**config.mk**
```make
export PLATFORM = sky130hd
export DESIGN_NAME = krnl_partialknn_local_buf_ctrl
export DESIGN_NICKNAME = d
export VERILOG_FILES = /design/src/rtl/krnl_partialknn_local_buf_ctrl.sv
export SDC_FILE = /design/constraint.sdc
export NUM_CORES = 1
export LEC_CHECK = 0
export ABC_AREA = 1
export BUFFER_PORTS_ARGS = -buffer_cell sky130_fd_sc_hd__buf_2
export CAP_MARGIN = 20
export CORE_AREA = 3 3 418 420
export DETAILED_ROUTE_END_ITERATION = 7
export DIE_AREA = 0 0 421 423
export HOLD_SLACK_MARGIN = 0.02
export PLACE_DENSITY = 0.44
export SKIP_CTS_REPAIR_TIMING = 1
export SLEW_MARGIN = 20
export SYNTH_ARGS = -nofsm -noshare
export SYNTH_HDL_FRONTEND = slang
export SYNTH_SLANG_ARGS = --single-unit
```
**constraint.sdc**
```tcl
create_clock -name clk -period 6.4 [get_ports clk]
set_clock_uncertainty 0.05 [all_clocks]
set_input_delay 0.64 -clock clk [delete_from_list [all_inputs] [get_ports clk]]
set_output_delay 0.64 -clock clk [all_outputs]
set_load 0.01 [all_outputs]
```
**src/rtl/krnl_partialknn_local_buf_ctrl.sv**
```systemverilog
// Local buffer controller: streams words into a single-port URAM (load) or
// streams them back out through a credit-limited output FIFO (drain).
module krnl_partialknn_local_buf_ctrl #(
    parameter int unsigned DataWidth    = 256,
    parameter int unsigned AddressWidth = 11,
    parameter int unsigned ReadLatency  = 2
) (
    input  logic                    clk,
    input  logic                    reset,
    input  logic                    cmd_valid,
    output logic                    cmd_ready,
    input  logic                    cmd_write,
    input  logic [AddressWidth-1:0] cmd_base,
    input  logic [AddressWidth:0]   cmd_len,
    input  logic                    wr_valid,
    output logic                    wr_ready,
    input  logic [DataWidth-1:0]    wr_data,
    output logic                    rd_valid,
    input  logic                    rd_ready,
    output logic [DataWidth-1:0]    rd_data,
    output logic                    done,
    output logic [AddressWidth-1:0] mem_address0,
    output logic                    mem_ce0,
    output logic                    mem_we0,
    output logic [DataWidth-1:0]    mem_d0,
    input  logic [DataWidth-1:0]    mem_q0
);
    localparam int unsigned Depth = ReadLatency + 2;
    localparam int unsigned PtrW  = $clog2(Depth);
    localparam int unsigned CntW  = $clog2(Depth + 1);
    localparam int unsigned LenW  = AddressWidth + 1;

    typedef enum logic [2:0] {IDLE, LOAD, DRAIN, FLUSH, DONE} state_e;

    state_e                  state_q, state_d;
    logic [AddressWidth-1:0] addr_q, addr_d;
    logic [LenW-1:0]         issue_rem_q, issue_rem_d;
    logic [LenW-1:0]         out_rem_q, out_rem_d;
    logic [ReadLatency-1:0]  vld_q, vld_d;
    logic [CntW-1:0]         inflight_q, inflight_d;
    logic [CntW-1:0]         fcnt_q, fcnt_d;
    logic [PtrW-1:0]         wptr_q, wptr_d;
    logic [PtrW-1:0]         rptr_q, rptr_d;
    logic [DataWidth-1:0]    fifo_q [Depth];
    logic [DataWidth-1:0]    fifo_d [Depth];

    logic ld_fire;
    logic rd_issue;
    logic push;
    logic pop;
    logic credit_ok;

    function automatic logic [PtrW-1:0] ptr_inc(input logic [PtrW-1:0] p);
        return (p == PtrW'(Depth - 1)) ? '0 : p + PtrW'(1);
    endfunction

    // Reads may only be issued while every outstanding word has a FIFO slot.
    assign credit_ok = ((CntW+1)'(inflight_q) + (CntW+1)'(fcnt_q)) < (CntW+1)'(Depth);
    assign rd_valid  = !reset && (fcnt_q != '0);
    assign rd_data   = fifo_q[rptr_q];

    // Memory port is a combinational view of the current load/drain access.
    assign mem_ce0      = ld_fire | rd_issue;
    assign mem_we0      = ld_fire;
    assign mem_address0 = mem_ce0 ? addr_q : '0;
    assign mem_d0       = ld_fire ? wr_data : '0;

    // Command FSM: next state, handshakes and address/count bookkeeping.
    always_comb begin
        state_d     = state_q;
        addr_d      = addr_q;
        issue_rem_d = issue_rem_q;
        out_rem_d   = out_rem_q;
        cmd_ready   = 1'b0;
        wr_ready    = 1'b0;
        done        = 1'b0;
        ld_fire     = 1'b0;
        rd_issue    = 1'b0;
        pop         = rd_valid && rd_ready;
        if (pop) begin
            out_rem_d = out_rem_q - LenW'(1);
        end
        if (!reset) begin
            case (state_q)
                IDLE: begin
                    cmd_ready = 1'b1;
                    if (cmd_valid) begin
                        addr_d      = cmd_base;
                        issue_rem_d = cmd_len;
                        out_rem_d   = cmd_len;
                        if (cmd_len == '0) begin
                            state_d = DONE;
                        end else if (cmd_write) begin
                            state_d = LOAD;
                        end else begin
                            state_d = DRAIN;
                        end
                    end
                end
                LOAD: begin
                    wr_ready = (issue_rem_q != '0);
                    ld_fire  = wr_valid && wr_ready;
                    if (ld_fire) begin
                        addr_d      = addr_q + AddressWidth'(1);
                        issue_rem_d = issue_rem_q - LenW'(1);
                        if (issue_rem_q == LenW'(1)) begin
                            state_d = DONE;
                        end
                    end
                end
                DRAIN: begin
                    rd_issue = credit_ok && (issue_rem_q != '0);
                    if (rd_issue) begin
                        addr_d      = addr_q + AddressWidth'(1);
                        issue_rem_d = issue_rem_q - LenW'(1);
                        if (issue_rem_q == LenW'(1)) begin
                            state_d = FLUSH;
                        end
                    end
                end
                FLUSH: begin
                    if (out_rem_d == '0) begin
                        state_d = DONE;
                    end
                end
                DONE: begin
                    done    = 1'b1;
                    state_d = IDLE;
                end
                default: state_d = IDLE;
            endcase
        end
    end

    // Read-return tracking and output FIFO bookkeeping.
    always_comb begin
        push       = vld_q[ReadLatency-1];
        vld_d      = ReadLatency'({vld_q, rd_issue});
        inflight_d = inflight_q + CntW'(rd_issue) - CntW'(push);
        fcnt_d     = fcnt_q + CntW'(push) - CntW'(pop);
        fifo_d     = fifo_q;
        wptr_d     = wptr_q;
        rptr_d     = rptr_q;
        if (push) begin
            fifo_d[wptr_q] = mem_q0;
            wptr_d         = ptr_inc(wptr_q);
        end
        if (pop) begin
            rptr_d = ptr_inc(rptr_q);
        end
    end

    // Control state; reset abandons the command and forgets in-flight reads.
    always_ff @(posedge clk) begin
        if (reset) begin
            state_q     <= IDLE;
            addr_q      <= '0;
            issue_rem_q <= '0;
            out_rem_q   <= '0;
            vld_q       <= '0;
            inflight_q  <= '0;
            fcnt_q      <= '0;
            wptr_q      <= '0;
            rptr_q      <= '0;
        end else begin
            state_q     <= state_d;
            addr_q      <= addr_d;
            issue_rem_q <= issue_rem_d;
            out_rem_q   <= out_rem_d;
            vld_q       <= vld_d;
            inflight_q  <= inflight_d;
            fcnt_q      <= fcnt_d;
            wptr_q      <= wptr_d;
            rptr_q      <= rptr_d;
        end
    end

    // FIFO storage; contents are don't-care while the count is zero.
    always_ff @(posedge clk) begin
        fifo_q <= fifo_d;
    end

endmodule

```
# ---- Word-level counts from Yosys, hierarchy flattened
# Cells that the tools add are included.
dict set report word_totals {
  register_bits 1074
  in_bits 541
  output_inout_bits 529
  elab_cells 97
}
dict set report op_classes {
  n_addsub 10
  n_lt_le_gt_ge 4
  n_eq_ne 13
  muxes 40
  bitwise_logic 3
  reduce_logical 14
}
# operator n
set ops {}
lappend ops {{$bwmux 1024} 1}
lappend ops {{$mux 256} 4}
lappend ops {{$bmux 256 s2} 1}
lappend ops {{$demux 256 s2} 1}
lappend ops {{$mux 12} 6}
lappend ops {{$mux 11} 4}
lappend ops {{$pmux 12 s3} 1}
lappend ops {{$pmux 11 s3} 1}
lappend ops {{$logic_not 12->1} 2}
lappend ops {{$sub 12x1->12 const B} 2}
lappend ops {{$mux 3} 7}
lappend ops {{$eq 12x1->1 const B} 1}
lappend ops {{$ne 2x2->1 const B} 6}
lappend ops {{$pmux 3 s4} 1}
lappend ops {{$reduce_bool 12->1} 1}
lappend ops {{$add 11x1->11 const B} 1}
lappend ops {{$mux 1} 10}
lappend ops {{$add 3x1->3} 2}
lappend ops {{$eq 3x2->1 const B} 2}
lappend ops {{$ge 3x3->1 const B} 2}
lappend ops {{$mux 2} 3}
lappend ops {{$not 2->3} 2}
lappend ops {{$reduce_and 6->1} 1}
lappend ops {{$reduce_bool 3->1} 2}
lappend ops {{other kinds (13)} 20}

# ---- Logic depth before layout (Yosys ltp)
dict set report depth {
  ltp_word 7
  mapped_depth 15
  depth_no_buf 15
}

# ---- Worst setup path after synthesis
# OpenSTA, ideal clock, no wires.
dict set report synth_path {
  path_type {reg-to-reg}
  startpoint {register, netlist name wptr_q[0]}
  endpoint {register fifo_q[0] (netlist name), enable pin}
  setup_ns 0.608
  arrival_time_ns 5.556
  t_required_ns 5.742
  path_slack_ns 0.187
  stages_incl_launch_ff 4
  n_path_buf 0
  synth_period_minus_slack_ns 6.213
  cell_sequence {dfxtp_1 > ha_1 > nand2_1 > inv_1}
}
# item line_no
set synth_rtl {}
lappend synth_rtl {{end signal, assigned} 180} ;# fifo_q <= fifo_d;
lappend synth_rtl {{end, declared} 44} ;# logic [DataWidth-1:0] fifo_q [Depth];

# ---- Worst setup path in the final report
dict set report layout_path {
  startpoint {register issue_rem_q[0]}
  endpoint {output port mem_d0[149]}
}
dict set report layout_via {
  elab_chain_len 5
}
# item line_no
set layout_lines {}
lappend layout_lines {{start, declared} 37} ;# logic [LenW-1:0] issue_rem_q, issue_rem_d;
lappend layout_lines {{start signal, assigned} 168} ;# issue_rem_q <= issue_rem_d;
lappend layout_lines {{$reduce_bool 12->1} 101} ;# wr_ready = (issue_rem_q != '0);
lappend layout_lines {{$logic_and 1x1->1} 102} ;# ld_fire = wr_valid && wr_ready;
lappend layout_lines {{$mux 1} 84} ;# case (state_q)
lappend layout_lines {{$mux 1} 83} ;# if (!reset) begin
lappend layout_lines {{$mux 256} 66} ;# assign mem_d0 = ld_fire ? wr_data : '0;
lappend layout_lines {{end, declared} 25} ;# output logic [DataWidth-1:0] mem_d0,
# No other way between the ends.

==> impl_metrics.py <==
metrics = {
    "status": {
        "status": "finished clean",
    },
    "synthesis": {
        "synth_simple_gate_area_share_pct": 9.30,
        "syn_inst": 3542,
        "ys.flop_type": "edfxtp_1",
        "synth_edf_count": 1024,
        "ys_seq_elements": 1074,
        "synth_fa_ha_area_share_pct": 0.530,
        "synth_compound_area_share_pct": 11.0,
        "ys_seq_area_share_pct": 73.9,
        "synth.distinct_cells": 41,
        "synth_top_family_by_area": "compound AO/OA/AOI/OAI gates",
        "syn-num-nets": 4100,
        "synthArstFlopShare_pct": 0,
        "syn-cell-area_mm2": 0.0430,
        "synth_warnings": 0,
        "synth-xor-area-share_pct": 0.163,
        "muxShareOfSynthArea_pct": 0.0233,
        "syn_avg_cell_area_um2": 12.1,
    },
    "detailed_routing": {
        "wl_per_cell_um": 24.1,
        "first_iter_violations": 1872,
        "via_per_inst": 4.43,
        "drt-total-wl_um": 170000,
        "final_antenna_net_count": 0,
        "drc": 0,
        "drt_pass1_iterations": 7,
        "vias": 31200,
    },
    "sta": {
        "finalSetupViolCount": 0,
        "whs_ps": 63.7,
        "drv_slew": 0,
        "period_share_pct": 68.4,
        "period_needed_ps": 4380,
        "tns_ps": 0,
        "worst_pin_slew_ps": 1050,
        "fmax_mhz": 228,
        "hold_viol_final": 0,
        "slew_headroom_pct": 29.7,
        "rsz0062_at_grt": "false",
    },
    "finish": {
        "drive_above_1_share_pct": 27.3,
        "fin_area_mm2": 0.0552,
        "fin_cells": 7041,
        "areaGrowthSynthToFinish_pct": 28.4,
        "nNetsFinal": 5168,
    },
    "floorplanning": {
        "die_h_um": 423,
        "initial_core_util_pct": 25.1,
        "fp.coreArea_mm2": 0.171,
        "dieWidth_um": 421,
        "rows": 152,
        "dieArea_mm2": 0.178,
        "ios": 1070,
    },
    "placement": {
        "port_buffers": 1069,
        "place_congestion": 1.07,
        "hpwl_um": 119000,
        "place_area_mm2": 0.0507,
        "placed_cells": 6737,
    },
    "grt": {
        "grt_pass1_wl_um": 235000,
        "grtUsageTotal_pct": 18.4,
        "antenna_found_initial": 94,
        "grt.overflow.total": 0,
        "grt_pass1_vias": 30300,
        "grt_start_max_net_pins": 175,
    },
    "power_and_ir_drop": {
        "p_leak_nw": 21.8,
        "irDropWorstVdd_uv": 251,
        "power_density_mw_per_mm2": 357,
    },
    "worst_hold_path": {
        "hold_end": "fifo_q[694]",
        "min_from": "mem_q0[182]",
        "hold_depth": 1,
        "holdCritPathClass": "input port to register",
    },
    "worst_setup_path": {
        "worstSetupPathType": "register to output port",
        "r2r-start": "fcnt_q[1]",
        "startpoint_type": "register",
        "critical_path_arrival_ps": 3690,
        "end_kind": "output port",
        "required_ps": 5710,
        "reg2reg_depth": 12,
        "r2r_end": "inflight_q[2]",
        "critPathMaxFanout": 155,
        "r2r_slack_ps": 3110,
    },
    "clock_tree": {
        "clk_pin_slew_worst_paths_ps": 60,
        "cts.sinks": 1074,
        "clock_latency_ps": 740,
        "cts_buffer_depth": 3,
        "ctsRootBufferMaster": "clkbuf_16",
        "cts_tree": "built",
        "cts_buffers": 115,
        "h-tree-depth": 3,
    },
    "job": {
        "maxCapViolCount": 0,
    },
}
==> worst max-delay path, stage by stage (launching register included) <==
cell and delay (ps):
dfxtp_1 330, inv_1 150, ha_1 220, inv_1 70
nor2_2 130, nand4_2 110, or2_4 280, nand2_1 60
nor2_1 90, nand2_8 510, buf_12 470, nor2_1 150
buf_2 190
==> cell type report <==
type                       instances  area (µm²)
antenna                           33        82.6
clock buffer                     148        3000
clock inverter                    57         717
fill                           17500      116000
inverter                         338        1310
multi-input combinational       1916        9030
sequential                      1074       31800
tap                             2310        2890
timing repair buffer            1165        6360
==> cells in the mapped netlist (3+ instances only) <==
library cell  count  area share, %
ha_1             15           0.44
edfxtp_1       1024             72
buf_1            10          0.087
clkbuf_1        153            1.3
a21oi_1          30           0.35
buf_6             3          0.079
xnor2_1           4          0.082
o22ai_1         257            3.7
nand4_1           4          0.058
a31oi_1           5          0.073
nor2_1          850            7.4
o21ai_0         551            6.4
nand2_2           5          0.073
o21ai_1           5          0.058
o211ai_1         11           0.19
inv_2             5          0.044
nor2_2            3          0.044
nand2_1         116            1.0
xor2_1            4          0.082
nand3_1          27           0.31
nor4_1            5          0.073
inv_1           333            2.9
dfxtp_1          50            2.3
buf_4            17           0.30
buf_2            31           0.36
nor3_1            6          0.070
==> cells in the final DEF, fill, tap and decap left out, types with 3 or more instances in the layout <==
| cell type | Yosys | final |
|---|---|---|
| clkinvlp_4 | 0 | 6 |
| inv_8 | 0 | 6 |
| nor2_2 | 3 | 3 |
| nor4_1 | 5 | 5 |
| buf_12 | 0 | 10 |
| inv_2 | 5 | 4 |
| o21ai_0 | 551 | 551 |
| diode_2 | 0 | 33 |
| ha_1 | 15 | 15 |
| nand2_2 | 5 | 4 |
| a31oi_1 | 5 | 5 |
| xnor2_1 | 4 | 4 |
| nand2_1 | 116 | 116 |
| clkinv_2 | 0 | 11 |
| a21oi_1 | 30 | 30 |
| nor2_1 | 850 | 850 |
| clkbuf_16 | 0 | 115 |
| buf_2 | 31 | 1069 |
| dfxtp_1 | 50 | 48 |
| nand4_1 | 4 | 4 |
| o211ai_1 | 11 | 11 |
| nor3_1 | 6 | 6 |
| xor2_1 | 4 | 4 |
| clkinv_16 | 0 | 4 |
| clkbuf_1 | 153 | 33 |
| nand3_1 | 27 | 27 |
| edfxtp_1 | 1024 | 1024 |
| bufinv_16 | 0 | 12 |
| buf_4 | 17 | 20 |
| clkinv_1 | 0 | 20 |
| o22ai_1 | 257 | 257 |
| inv_1 | 333 | 328 |
| dlygate4sd3_1 | 0 | 66 |
| o21ai_1 | 5 | 5 |
==> worst max-delay path by stage <==
stage / to / from
6_report: mem_d0[149] / issue_rem_q[0]
5_1_grt: mem_d0[142] / issue_rem_q[0]
4_1_cts: mem_d0[149] / issue_rem_q[0]
3_5_place_dp: mem_d0[149] / issue_rem_q[0]
3_3_place_gp: mem_d0[199] / issue_rem_q[0]
2_1_floorplan: fifo_q[0] / wptr_q[0]
==> state kept, by name, indices dropped and copies added, names as in the netlist <==
name,cells
fifo_q,1024
issue_rem_q,12
out_rem_q,12
addr_q,11
fcnt_q,3
inflight_q,3
state_q,3
rptr_q,2
vld_q,2
wptr_q,2
==> per-stage QoR <==
stage,setup WS (ps),util [%],power (mW)
after floorplan,187,-,11.1
after global placement,2770,29.6,13.4
after detailed placement,2780,29.6,13.4
after CTS,1960,31.8,20.0
after global routing,1720,32.2,20.8
final,2020,32.2,19.7
==> routing by layer <==
metal	wire length, µm	global-route usage [%]	up-vias
met2	88200	33.6	1054
met3	10100	4.73	369
met5	148	0	-
met4	13500	12.4	24
met1	57800	18.3	15100
li1	-	-	14600
==> report_power, final <==
part | total (mW) | leakage (nW) | switching, mW | internal, mW
registers | 8.11 | 9.63 | 0.142 | 7.97
logic | 5.04 | 10.4 | 3.51 | 1.53
clock network | 6.56 | 1.77 | 2.76 | 3.80
==> cells by family after synthesis <==
logic type      Yosys count
flops                  1074
compound gates          865
buf+inv                 552
fa+ha+maj                17
simple gates           1025
mux                       1
xor+xnor                  8
No activity file was read; power rests on OpenSTA's default activity.
